===== src/rtl/decoder_pkg.sv =====
// Shared decoder types plus the CSR address constants used by csr_file.
package decoder_pkg;

  typedef logic [31:0] word;
  typedef logic [4:0]  r;

  typedef enum logic [2:0] {
    CSRRW  = 3'b001,
    CSRRS  = 3'b010,
    CSRRC  = 3'b011,
    CSRRWI = 3'b101,
    CSRRSI = 3'b110,
    CSRRCI = 3'b111
  } csr_t;

  localparam int unsigned CSR_ADDR_W    = 12;
  localparam logic [1:0]  CSR_RO_PREFIX = 2'b11;
  localparam logic [11:0] CSR_CYCLE     = 12'hC00;
  localparam logic [11:0] CSR_CYCLEH    = 12'hC80;

endpackage


===== src/rtl/csr_file_if.sv =====
// CSR access request from the decoder and the registered write-back to rd.
interface csr_file_if;
  import decoder_pkg::*;

  logic                  csr_enable;
  logic [CSR_ADDR_W-1:0] csr_addr;
  csr_t                  op;
  r                      rs1;
  r                      rd;
  word                   in;
  logic                  wb_en;
  r                      wb_rd;
  word                   wb_data;
  logic                  illegal;

  modport master (
    output csr_enable, csr_addr, op, rs1, rd, in,
    input  wb_en, wb_rd, wb_data, illegal
  );

  modport slave (
    input  csr_enable, csr_addr, op, rs1, rd, in,
    output wb_en, wb_rd, wb_data, illegal
  );

endinterface


===== src/rtl/csr_file_csr.sv =====
// Single CSR slot: applies the CSR read-modify-write op when enabled.
module csr
  import decoder_pkg::*;
#(
  parameter word ResetValue = '0
) (
  input  logic clk,
  input  logic reset,
  input  logic i_en,
  input  csr_t i_op,
  input  r     i_rs1,
  input  word  i_in,
  output word  o_data
);

  word r_data;
  word w_next;
  word w_zimm;

  assign w_zimm = {27'b0, i_rs1};

  always_comb begin
    w_next = r_data;
    case (i_op)
      CSRRW:   w_next = i_in;
      CSRRS:   w_next = r_data | i_in;
      CSRRC:   w_next = r_data & ~i_in;
      CSRRWI:  w_next = w_zimm;
      CSRRSI:  w_next = r_data | w_zimm;
      CSRRCI:  w_next = r_data & ~w_zimm;
      default: w_next = r_data;
    endcase
  end

  always_ff @(posedge clk) begin
    if (reset) begin
      r_data <= ResetValue;
    end else if (i_en) begin
      r_data <= w_next;
    end
  end

  assign o_data = r_data;

endmodule


===== src/rtl/csr_file.sv =====
// Machine-mode CSR bank: address decode, slot array, 1-cycle write-back pipeline.
// Optional HIPPO_CSR_CYCLE_EN maps a 64-bit cycle counter read-only at 0xC00/0xC80.
module csr_file
  import decoder_pkg::*;
#(
  parameter int unsigned           NumCsr     = 4,
  parameter logic [CSR_ADDR_W-1:0] CsrBase    = 12'h300,
  parameter word                   ResetValue = '0
) (
  input logic        clk,
  input logic        reset,
  csr_file_if.slave  bus
);

  logic [CSR_ADDR_W-1:0] w_off;
  logic                  w_ro;
  logic                  w_ro_read;
  logic                  w_slot_hit;
  logic                  w_cyc_hit;
  logic                  w_mapped;
  logic                  w_illegal;
  logic                  w_legal;
  logic                  w_wb_en;
  logic [NumCsr-1:0]     w_slot_en;
  word                   w_slot_data [NumCsr];
  word                   w_pre;

  logic r_wb_en;
  r     r_wb_rd;
  word  r_wb_data;
  logic r_illegal;

  // Unsigned subtraction: addresses below CsrBase wrap high and miss.
  assign w_off      = bus.csr_addr - CsrBase;
  assign w_ro       = bus.csr_addr[11:10] == CSR_RO_PREFIX;
  assign w_ro_read  = (bus.op inside {CSRRS, CSRRC, CSRRSI, CSRRCI}) && (bus.rs1 == '0);
  assign w_slot_hit = !w_ro && (w_off < CSR_ADDR_W'(NumCsr));

`ifdef HIPPO_CSR_CYCLE_EN
  logic [63:0] r_cycle;

  always_ff @(posedge clk) begin
    if (reset) begin
      r_cycle <= '0;
    end else begin
      r_cycle <= r_cycle + 64'd1;
    end
  end

  assign w_cyc_hit = (bus.csr_addr == CSR_CYCLE) || (bus.csr_addr == CSR_CYCLEH);
`else
  assign w_cyc_hit = 1'b0;
`endif

  assign w_mapped  = w_slot_hit || w_cyc_hit;
  assign w_illegal = bus.csr_enable && (!w_mapped || (w_ro && !w_ro_read));
  assign w_legal   = bus.csr_enable && w_mapped && !w_illegal;
  assign w_wb_en   = w_legal && (bus.rd != '0);

  always_comb begin
    w_slot_en = '0;
    w_pre     = '0;
    for (int unsigned i = 0; i < NumCsr; i++) begin
      if (w_off == CSR_ADDR_W'(i)) begin
        w_slot_en[i] = w_legal && w_slot_hit;
        w_pre        = w_slot_data[i];
      end
    end
`ifdef HIPPO_CSR_CYCLE_EN
    if (bus.csr_addr == CSR_CYCLE) begin
      w_pre = r_cycle[31:0];
    end else if (bus.csr_addr == CSR_CYCLEH) begin
      w_pre = r_cycle[63:32];
    end
`endif
  end

  for (genvar g = 0; g < NumCsr; g++) begin : g_slot
    csr #(
      .ResetValue (ResetValue)
    ) u_csr (
      .clk    (clk),
      .reset  (reset),
      .i_en   (w_slot_en[g]),
      .i_op   (bus.op),
      .i_rs1  (bus.rs1),
      .i_in   (bus.in),
      .o_data (w_slot_data[g])
    );
  end

  // Pre-op value is captured only for accesses that write back, so wb_data holds otherwise.
  always_ff @(posedge clk) begin
    if (reset) begin
      r_wb_en   <= 1'b0;
      r_wb_rd   <= '0;
      r_wb_data <= '0;
      r_illegal <= 1'b0;
    end else begin
      r_wb_en   <= w_wb_en;
      r_wb_rd   <= bus.rd;
      r_illegal <= w_illegal;
      if (w_wb_en) begin
        r_wb_data <= w_pre;
      end
    end
  end

  assign bus.wb_en   = r_wb_en;
  assign bus.wb_rd   = r_wb_rd;
  assign bus.wb_data = r_wb_data;
  assign bus.illegal = r_illegal;

endmodule

===== src/flat_wrapper.sv =====
// flat-port wrapper written by rule: the top's interface ports become plain ports
module csr_file_flat import decoder_pkg::*;
#(
  parameter int unsigned           NumCsr     = 4,
  parameter logic [CSR_ADDR_W-1:0] CsrBase    = 12'h300,
  parameter word                   ResetValue = '0
)
  (clk, reset, bus_csr_enable, bus_csr_addr, bus_op, bus_rs1, bus_rd, bus_in, bus_wb_en, bus_wb_rd, bus_wb_data, bus_illegal);
  csr_file_if bus_i ();
  input logic clk;
  input logic reset;
  input wire logic [$bits(bus_i.csr_enable)-1:0] bus_csr_enable;
  input wire logic [$bits(bus_i.csr_addr)-1:0] bus_csr_addr;
  input wire logic [$bits(bus_i.op)-1:0] bus_op;
  input wire logic [$bits(bus_i.rs1)-1:0] bus_rs1;
  input wire logic [$bits(bus_i.rd)-1:0] bus_rd;
  input wire logic [$bits(bus_i.in)-1:0] bus_in;
  output wire logic [$bits(bus_i.wb_en)-1:0] bus_wb_en;
  output wire logic [$bits(bus_i.wb_rd)-1:0] bus_wb_rd;
  output wire logic [$bits(bus_i.wb_data)-1:0] bus_wb_data;
  output wire logic [$bits(bus_i.illegal)-1:0] bus_illegal;
  assign bus_i.csr_enable = bus_csr_enable;
  assign bus_i.csr_addr = bus_csr_addr;
  assign bus_i.op = bus_op;
  assign bus_i.rs1 = bus_rs1;
  assign bus_i.rd = bus_rd;
  assign bus_i.in = bus_in;
  assign bus_wb_en = bus_i.wb_en;
  assign bus_wb_rd = bus_i.wb_rd;
  assign bus_wb_data = bus_i.wb_data;
  assign bus_illegal = bus_i.illegal;
  csr_file #(.NumCsr(NumCsr), .CsrBase(CsrBase), .ResetValue(ResetValue)) u_core (.clk(clk), .reset(reset), .bus(bus_i));
endmodule

===== config.mk =====
export PLATFORM = sky130hd
export DESIGN_NAME = csr_file_flat
export DESIGN_NICKNAME = d
export VERILOG_FILES = /design/src/rtl/decoder_pkg.sv /design/src/rtl/csr_file_if.sv /design/src/rtl/csr_file_csr.sv /design/src/rtl/csr_file.sv /design/src/flat_wrapper.sv
export SDC_FILE = /design/constraint.sdc
export NUM_CORES = 1
export LEC_CHECK = 0
export ABC_CLOCK_PERIOD_IN_PS = 7500
export CAP_MARGIN = 20
export CORE_UTILIZATION = 25
export DETAILED_ROUTE_END_ITERATION = 8
export PLACE_DENSITY_LB_ADDON = 0.2
export SYNTH_ARGS = -nofsm -noshare
export SYNTH_HDL_FRONTEND = slang
export SYNTH_SLANG_ARGS = --single-unit

===== constraint.sdc =====
create_clock -name clk -period 7.5 [get_ports clk]
set_input_delay 1.875 -clock clk [delete_from_list [all_inputs] [get_ports clk]]
set_output_delay 1.875 -clock clk [all_outputs]
set_load 0.03 [all_outputs]

# After elaboration in Yosys (flattened, before gate mapping)
# Index checks and enable logic that the tools add are counted.
[op_classes]
n_addsub = 1
magnitude_cmp = 1
n_eq_ne = 10
n_mux = 12
n_bitwise = 18
reduce_logical = 22
[op_table]
columns = ["cell", "count"]
rows = [
  ["one-hot mux 32 bit (6 select lines)", 4],
  ["bitwise AND 32 bit", 8],
  ["two-way mux 32 bit", 4],
  ["OR 32 bit", 4],
  ["OR 32 x 5 -> 32 bit", 4],
  ["inverter 32 bit", 1],
  ["inverter 5 -> 32 bit", 1],
  ["equality test 12 x 2 -> 1 bit (second input constant)", 2],
  ["equality test 12 x 1 -> 1 bit (second input constant)", 1],
  ["zero test 12 bit", 1],
  ["< comparator 12 x 3 -> 1 bit (second input constant)", 1],
  ["subtractor 12 x 10 -> 12 bit (second input constant)", 1],
  ["equality test 3 bit (second input constant)", 3],
  ["logical AND 1 bit", 8],
  ["AND reduction 2 bit", 4],
  ["equality test 3 x 2 -> 1 bit (second input constant)", 2],
  ["nonzero test 6 bit", 1],
  ["zero test 5 bit", 1],
  ["nonzero test 5 bit", 1],
  ["zero test 1 bit", 4],
  ["two-way mux 1 bit", 4],
  ["nonzero test 4 bit", 1],
  ["equality test 3 x 1 -> 1 bit (second input constant)", 1],
  ["equality test 2 bit (second input constant)", 1],
  ["logical OR 1 bit", 1],
]
[word_totals]
register_bits = 167
output_inout_bits = 39
wordCells = 72

# Depth between registers and ports, before layout
# Gate-level depths: netlist of the first run.
[logic_depth]
depth_word = 12
depth_mapped = 8
depth_no_buf = 4

# Cells and area by module
# A second synthesis of the first run with hierarchy kept.
[hier_totals]
cells_unflattened = 1169
area_unflattened_um2 = 10649.0
[modules_own_cells]
columns = ["mod", "n_inst", "cells_each", "area_each_um2", "seq_area_each_um2"]
rows = [
  ["csr", 4, 228, 2037.0, 640.6],
  ["csr_file", 1, 257, 2501.1, 780.7],
]

# Worst setup path before layout of the first run
# No wires, ideal clock.
[synth_path]
kind = "input to register"
startpoint = "input port bus_csr_addr[5]"
endpoint = "register u_core.g_slot[3].u_csr.r_data[27]"
arrival_time_ns = 3.782
setup_slack_ns = 3.601
stages = 6
path_cell_list = "or4_1 > buf_2 > a2111o_1 > clkbuf_2 > or3_1 > a32o_1"
[synth_via]
elab_chain_len = 11
word_cells_on_any_way = 13
cone_classes = "1 x add/sub; 1 x order compare; 1 x eq/ne; 1 x mux; 9 x reduce/logical"
[synth_rtl]
columns = ["item", "line_no", "rtl"]
rows = [
  ["start, declared", "flat_wrapper.sv:13", "input wire logic [$bits(bus_i.csr_addr)-1:0] bus_csr_addr;"],
  ["subtractor 12 x 10 -> 12 bit (*)", "csr_file.sv:34", "assign w_off = bus.csr_addr - CsrBase;"],
  ["< comparator 12 x 3 -> 1 bit", "csr_file.sv:37", "assign w_slot_hit = !w_ro && (w_off < CSR_ADDR_W'(NumCsr));"],
  ["logical AND 1 bit", "csr_file.sv:37", ""],
  ["zero test 1 bit", "csr_file.sv:56", "assign w_illegal = bus.csr_enable && (!w_mapped || (w_ro && !w_ro_read));"],
  ["logical OR 1 bit", "csr_file.sv:56", ""],
  ["logical AND 1 bit", "csr_file.sv:56", ""],
  ["zero test 1 bit", "csr_file.sv:57", "assign w_legal = bus.csr_enable && w_mapped && !w_illegal;"],
  ["logical AND 1 bit", "csr_file.sv:57", ""],
  ["logical AND 1 bit", "csr_file.sv:65", "w_slot_en[i] = w_legal && w_slot_hit;"],
  ["two-way mux 1 bit (*)", "csr_file.sv:64", "if (w_off == CSR_ADDR_W'(i)) begin"],
  ["AND reduction 2 bit (no source line) (*)", "--", ""],
  ["end signal, assigned", "csr_file_csr.sv:37", "r_data <= ResetValue;"],
  ["end signal, assigned", "csr_file_csr.sv:39", "r_data <= w_next;"],
  ["end, declared", "csr_file_csr.sv:16", "word r_data;"],
]
# Mark *: on every way between the ends. The rest lies on a longest branch, timed or not.
# A chain may end at the register's enable or synchronous reset.

# Worst setup path in the final report of the first run
[layout_path]
startpoint = "input port bus_op[2]"
endpoint = "register u_core.g_slot[3].u_csr.r_data[28]"
[layout_via]
elab_chain_len = 12
word_cells_on_any_way = 19
cone_classes = "6 x eq/ne; 2 x mux; 11 x reduce/logical"
[layout_rtl]
columns = ["item", "line_no", "rtl"]
rows = [
  ["start, declared", "flat_wrapper.sv:14", "input wire logic [$bits(bus_i.op)-1:0] bus_op;"],
  ["equality test 3 x 2 -> 1 bit / equality test 3 bit (equally long branches)", "csr_file_csr.sv:24, csr_file.sv:36", ""],
  ["nonzero test 4 bit", "csr_file.sv:36", "assign w_ro_read = (bus.op inside {CSRRS, CSRRC, CSRRSI, CSRRCI}) && (bus.rs1 == '0);"],
  ["logical AND 1 bit", "csr_file.sv:36", ""],
  ["zero test 1 bit", "csr_file.sv:56", ""],
  ["logical AND 1 bit", "csr_file.sv:56", ""],
  ["logical OR 1 bit", "csr_file.sv:56", ""],
  ["logical AND 1 bit", "csr_file.sv:56", ""],
  ["zero test 1 bit", "csr_file.sv:57", ""],
  ["logical AND 1 bit", "csr_file.sv:57", ""],
  ["logical AND 1 bit", "csr_file.sv:65", ""],
  ["two-way mux 1 bit", "csr_file.sv:64", ""],
  ["AND reduction 2 bit (no source line)", "--", ""],
]
# Parallel ways exist; a longest one is shown, timed or not.

==> results of run 1 <==
sequential cells by signal, indices dropped and copies added (netlist names):
register and count:
u_core.g_slot.u_csr.o_data 128, u_core.bus.wb_rd 5, u_core.bus.illegal 1, u_core.bus.wb_en 1
u_core.bus.wb_data 32
worst paths after layout:
kind	start	to	slack, ns	depth (start not counted)
max	bus_op[2]	u_core.g_slot[3].u_csr.o_data[28]	2.89	5
min	u_core.bus.wb_data[25]	u_core.bus.wb_data[25]	0.48	1
max reg2reg	u_core.g_slot[0].u_csr.o_data[17]	u_core.bus.wb_data[17]	6.06	4
min reg2reg	u_core.bus.wb_data[25]	u_core.bus.wb_data[25]	0.48	1
layer usage:
layer	GRT usage [%]	vias to the layer above
met4	4.10	0
met5	0	-
li1	-	3283
met2	27.7	192
met1	23.8	3563
met3	2.74	16
placed cells by master, fill, tap and decap left out, types with 2 or more instances in the layout:
master,synthesis,final
dfxtp_1,167,167
clkdlybuf4s50_1,0,94
a32o_1,86,86
or3_1,83,83
nand2_1,44,44
a211oi_1,42,42
nor2b_1,37,37
mux4_2,32,32
nor3_1,32,32
nor2_1,31,31
a31o_2,31,31
nand3b_1,28,28
a22o_1,27,27
clkbuf_16,0,17
a31oi_1,15,15
buf_4,0,12
a21boi_0,10,10
mux2_2,10,10
a211o_1,10,10
and3_1,7,7
or4_1,4,4
clkinvlp_4,0,4
buf_2,15,4
nor2_4,3,3
and2_1,4,3
clkbuf_8,0,3
clkinv_4,0,3
inv_6,0,3
nand2b_1,2,2
or2_2,2,2
or2_1,2,2
stage by stage:
stage                     setup WS, ns  hold slack (ns)  power [uW]  util (%)
after floorplan                   3.60            0.463         999         -
after global placement            2.49            0.464        1090      29.7
after detailed placement          2.45            0.473        1090      29.7
after CTS                         2.90            0.488        1970      31.5
after global routing              2.76            0.507        2010      31.5
final                             2.89            0.484        1950      31.5
where the power goes:
group / internal [uW] / switching [uW] / total (uW)
sequential: 888 / 0.389 / 888
combinational: 62.3 / 115 / 177
clock: 488 / 397 / 885
total: 1440 / 512 / 1950
worst reg2reg max path: stages, from the launching register on:
cell and delay (ns):
dfxtp_1 0.34, mux4_2 0.23, nand2_1 0.07, nor3_1 0.56
a31o_2 0.20
layout make-up:
type | instances | area share [%]
clock buffer | 20 | 4.64
multi-input combinational | 555 | 44.8
timing repair buffer | 111 | 10.7
tap | 435 | 5.42
inverter | 1 | 0.0623
clock inverter | 12 | 1.17
sequential | 167 | 33.3
cell usage after synthesis, drive strengths merged, types with 27 or more instances:
| cell | n | area, um^2 |
|---|---|---|
| nand3b | 28 | 210 |
| a211oi | 42 | 315 |
| clkbuf | 70 | 267 |
| nor2 | 34 | 150 |
| nand2 | 44 | 165 |
| dfxtp | 167 | 3340 |
| a31o | 32 | 280 |
| a32o | 86 | 861 |
| a22o | 27 | 236 |
| mux4 | 32 | 721 |
| or3 | 83 | 519 |
| nor2b | 37 | 231 |
| nor3 | 33 | 170 |
kinds of logic (layout without fill, tap and decap cells):
| logic type | Yosys count | after routing | share of synthesized area [%] |
|---|---|---|---|
| buffers and inverters | 92 | 144 | 4.50 |
| DFF | 167 | 167 | 40.9 |
| xor gates and xnor gates | 1 | 1 | 0.107 |
| and+or+nand+nor | 286 | 286 | 20.1 |
| AOI/OAI and AO/OA | 226 | 226 | 24.2 |
| muxes | 42 | 42 | 10.2 |
==> implementation parameters, run 1 <==
Parameter                              Value

Worst setup path
  Endpoint class of the critical path ... register
  List of cells traversed by the critical path ... clkdlybuf4s50_1, or4_1, or4_1, nor2_4, a32o_1
  Total buffers and inverters traversed by the critical path ... 1
  Critical-path cell with the highest stage delay ... nor2_4
  CP Max Fanout ... 27
  Crit path top cell by count ... or4_1
  CP Data Required Time ... 7.87 ns
  Critical path startpoint category ... input pin
  Delay-heaviest family, CP ... simple AND/OR/NAND/NOR gates
  CP max stage delay ... 0.81 ns
  Critical setup path kind ... input pin to register
  CP Data Arrival Time ... 4.98 ns

Routing
  Wire length reported by the detailed router ... 28.4 mm
  Vias/cell ... 5.42
  Via count ... 7054
  M1 wire length ... 13.6 mm
  DRT iter0 DRCs ... 519
  Met3 Routed Length ... 1.26 mm
  Count of TritonRoute iterations in the first routing pass ... 5
  Detailed-routed wire length on met2 ... 13.2 mm
  Routed length per instance ... 21.8 um
  Uppermost routed layer ... met4
  Antenna-violating nets left ... 0
  Number of remaining DRC errors ... 0

Job
  Count of max-cap constraint violations ... 0

Yosys
  Most used flip-flop cell after synthesis ... dfxtp_1
  Register bit count reported by yosys ... 167
  Synth Net Count ... 874
  Post-synth EDFFs ... 0
  Fraction of registers with async set/reset ... 0%
  Post-synthesis average cell area ... 10.0 um^2
  Sequential fraction of the synthesis area ... 40.9%
  Library cells used by synthesis ... 40
  Summed instance area of the synthesized netlist ... 0.00817 mm^2
  Synthesis Warnings ... 0
  Post-synthesis instance total ... 814

Min path
  Worst hold path type ... register to register

Clock tree
  Hold-fix buffers at CTS ... 0
  Clock-pin slew on the worst setup and hold paths ... 0.07 ns
  CTS tree ... yes
  Clock Latency Late Sink ... 0.43 ns
  Inserted Clock Buffers ... 17
  Root Driver ... clkbuf_16
  Number of sinks handled by clock tree synthesis ... 167
  H-Tree Depth ... 4
  Cts repair resizes ... 0
  Buffer levels on the longest clock path ... 2
  Number of buffers inserted by post-CTS setup repair ... 0

Global route
  Via count of the first global-routing pass ... 7005
  Overall overflow remaining after global route ... 0
  Global-route wire length before repair ... 43.6 mm
  GR Util All Layers ... 17.1%
  Pin count of the biggest net entering global routing ... 104
  Antenna violations before repair ... 0

STA
  Sum of negative setup slack ... 0 ns
  Worst-case clock skew ... 0.00815 ns
  Number of max-slew violations in the final report ... 0
  Total count of hold-check failures in the final report ... 0
  Max Fclk ... 0.217 GHz
  Final worst-path cycle share ... 61.5%
  Final count of negative-setup-slack endpoints ... 0
  Worst slew pin tran ... 1.06 ns
  Worst max-slew margin expressed relative to the limit ... 29.4%
  Final critical-path required period ... 4.61 ns
  RSZ-0062 raised after global routing ... false

Placed design
  Routability congestion estimate ... 0.732
  Number of placed instances with taps included ... 1269
  Area of placed instances ... 0.00946 mm^2
  I/O Buffers ... 98
  Half-perimeter wire length of the detailed placement result ... 16.0 mm

Finish
  Post-route insts no fill ... 1301
  Number of filler instances in the final layout ... 3344
  Cell area after layout ... 0.0100 mm^2
  Area of the multi-input gates ... 0.00450 mm^2
  Antenna cells ... 0
  Final layout net count ... 913
  Fraction of final layout cells with drive strength greater than 1 ... 15.8%
  Layout overhead on the synthesized area ... 23.0%
  FF/Latch Area ... 0.00334 mm^2

Power and ir drop
  Leak Pwr ... 0.00313 uW
  Power density of the placed cells ... 194 mW/mm^2
  Worst ir drop on vdd ... 0.160 mV

Floorplan
  Floorplan core area ... 0.0319 mm^2
  Overall die width ... 183 um
  Site Rows ... 65
  Initial Utilization ... 25.6%
  Number of ports placed on the die boundary ... 99
  Die ar. ... 0.0334 mm^2
  Die height ... 183 um

Run status
  Run status ... finished clean
(Power assumes the default switching activity.)
==> inputs of run 2 (changes only) <==
Settings changed: ABC_CLOCK_PERIOD_IN_PS 7500 to 4200.
Clock period 7.5 ns to 4.2 ns, I/O delays scaled along.
==> implementation parameters, run 2 (synthesis gave the netlist of run 1 again) <==
Parameter                              Value

Run status
  Run status ... finished clean

Routing
  Number of remaining DRC errors ... 0
  Antenna-violating nets left ... 0
  Count of TritonRoute iterations in the first routing pass ... 5
  Vias/cell ... 5.39
  DRT iter0 DRCs ... 469
  Via count ... 7126
  Wire length reported by the detailed router ... 27.9 mm
  Routed length per instance ... 21.1 um

Min path
  Worst hold stages ... 1
  Worst Hold Launch ... u_core.bus.wb_data[25]
  Worst hold path type ... register to register
  End point of the most critical hold path ... u_core.bus.wb_data[25]

Worst setup path
  Beginning of the worst register-to-register path ... u_core.g_slot[1].u_csr.o_data[20]
  Critical path startpoint category ... input pin
  Critical setup path kind ... input pin to register
  List of cells traversed by the critical path ... clkdlybuf4s50_1, or4_1, a2111o_2, buf_4, or3_1, a32o_1
  CP max stage delay ... 0.63 ns
  Worst-case register-to-register setup slack ... 2.86 ns
  Total buffers and inverters traversed by the critical path ... 2
  CP Max Fanout ... 81
  Endpoint class of the critical path ... register
  CP Data Arrival Time ... 3.64 ns
  Delay-heaviest family, CP ... simple AND/OR/NAND/NOR gates
  CP Data Required Time ... 4.53 ns
  Cell depth of the worst flop-to-flop path ... 4
  Critical-path cell with the highest stage delay ... or4_1
  Worst reg2reg endpoint ... u_core.bus.wb_data[20]

Floorplan
  Die height ... 183 um
  Overall die width ... 183 um
  Floorplan core area ... 0.0319 mm^2
  Initial Utilization ... 25.6%
  Die ar. ... 0.0334 mm^2
  Number of ports placed on the die boundary ... 99
  Site Rows ... 65

Power and ir drop
  Power Internal ... 2590 uW
  Worst ir drop on vdd ... 0.272 mV
  Net switching power ... 917 uW
  Part of the power in combinational logic ... 9.3%
  Power share of the clock group ... 45.5%
  Leak Pwr ... 0.00324 uW
  Sw Share ... 26.1%
  Sequential power share ... 45.2%
  Power density of the placed cells ... 343 mW/mm^2

STA
  Worst slew pin tran ... 0.780 ns
  Max Fclk ... 0.301 GHz
  Final critical-path required period ... 3.32 ns
  Worst-case clock skew ... 0.0150 ns
  Final count of negative-setup-slack endpoints ... 0
  Final worst-path cycle share ... 79.0%
  Worst max-slew margin expressed relative to the limit ... 48.0%
  RSZ-0062 raised after global routing ... false
  Post-route setup slack ... 0.883 ns
  Number of max-slew violations in the final report ... 0
  Sum of negative setup slack ... 0 ns
  Total count of hold-check failures in the final report ... 0

Placed design
  Routability congestion estimate ... 0.759
  Area of placed instances ... 0.00963 mm^2
  Half-perimeter wire length of the detailed placement result ... 16.6 mm
  I/O Buffers ... 98
  Setup WS pre-CTS ... 0.433 ns
  Number of placed instances with taps included ... 1290

Finish
  Final Util ... 32.1%
  Layout overhead on the synthesized area ... 25.1%
  Flip-flop count of the largest register after layout ... 128
  Cell area after layout ... 0.0102 mm^2
  Post-route insts no fill ... 1322
  Fraction of final layout cells with drive strength greater than 1 ... 17.5%
  Antenna cells ... 0
  Area of the multi-input gates ... 0.00448 mm^2
  Top library cells by usage in the layout, fill and taps aside ... 167 x dfxtp_1, 94 x clkdlybuf4s50_1, 86 x a32o_1, 83 x or3_1, 44 x nand2_1
  Most common cell after layout, fill and taps aside ... dfxtp_1
  FF/Latch Area ... 0.00334 mm^2
  Number of filler instances in the final layout ... 3343
  Final layout net count ... 934

Clock tree
  Root Driver ... clkbuf_16
  Number of sinks handled by clock tree synthesis ... 167
  Number of buffers inserted by post-CTS setup repair ... 0
  Hold-fix buffers at CTS ... 0
  Cts repair resizes ... 0
  CTS tree ... yes
  H-Tree Depth ... 4
  Inserted Clock Buffers ... 17
  Clock Latency Late Sink ... 0.44 ns
  Clock-pin slew on the worst setup and hold paths ... 0.07 ns
  Buffer levels on the longest clock path ... 2

Global route
  Overall overflow remaining after global route ... 0
  Antenna violations before repair ... 0
  Global-route wire length before repair ... 43.6 mm
  Via count of the first global-routing pass ... 7074
  Pin count of the biggest net entering global routing ... 82
  GR Util All Layers ... 17.0%

Job
  Count of max-cap constraint violations ... 0
==> run 2: worst max-delay path by stage <==
stage	startpoint	to	cells after the start
2_1_floorplan	bus_csr_addr[5]	u_core.g_slot[3].u_csr.o_data[27]	6
3_3_place_gp	bus_csr_addr[5]	u_core.g_slot[0].u_csr.o_data[23]	6
3_5_place_dp	bus_csr_addr[5]	u_core.g_slot[0].u_csr.o_data[8]	7
4_1_cts	bus_csr_addr[5]	u_core.g_slot[0].u_csr.o_data[10]	7
5_1_grt	bus_csr_addr[4]	u_core.g_slot[3].u_csr.o_data[24]	6
6_report	bus_csr_addr[5]	u_core.g_slot[0].u_csr.o_data[31]	6
==> run 2: per-layer routing <==
layer | up-vias | global-route usage [%] | share of wire, %
li1 | 3330 | - | -
met1 | 3573 | 23.8 | 49
met2 | 202 | 26.8 | 46
met3 | 21 | 2.70 | 4.4
met4 | 0 | 5.13 | 1.2
met5 | - | 0 | 0
==> run 2: final cells by class <==
class                           instances  area share (%)
Clock buffer                           21            4.70
Clock inverter                         11            1.09
Inverter                                1          0.0612
Multi-Input combinational cell        555            43.9
Sequential cell                       167            32.7
Tap cell                              435            5.32
Timing Repair Buffer                  132            12.3
==> run 2: per-stage QoR <==
stage                     hold WS [ns]  power (uW)
final                            0.486        3510
after global placement           0.463        1950
after detailed placement         0.473        1950
after global routing             0.502        3650
after CTS                        0.490        3550
after floorplan                  0.463        1780
==> run 2: worst reg2reg max path: cells and delay by family, from the launching register on <==
| family | cells | cell delay, ns |
|---|---|---|
| AO/OA/AOI/OAI | 1 | 0.23 |
| AND/OR/NAND/NOR | 2 | 0.26 |
| multiplexers | 1 | 0.44 |
| flip-flops | 1 | 0.31 |
==> run 2: power groups by stage <==
stage	logic [uW]	clock network (uW)	registers, uW
finish	326	1600	1590
detailed placement	326	0	1620
floorplan	154	0	1630
global route	350	1710	1590
CTS	326	1640	1590
global placement	327	0	1620
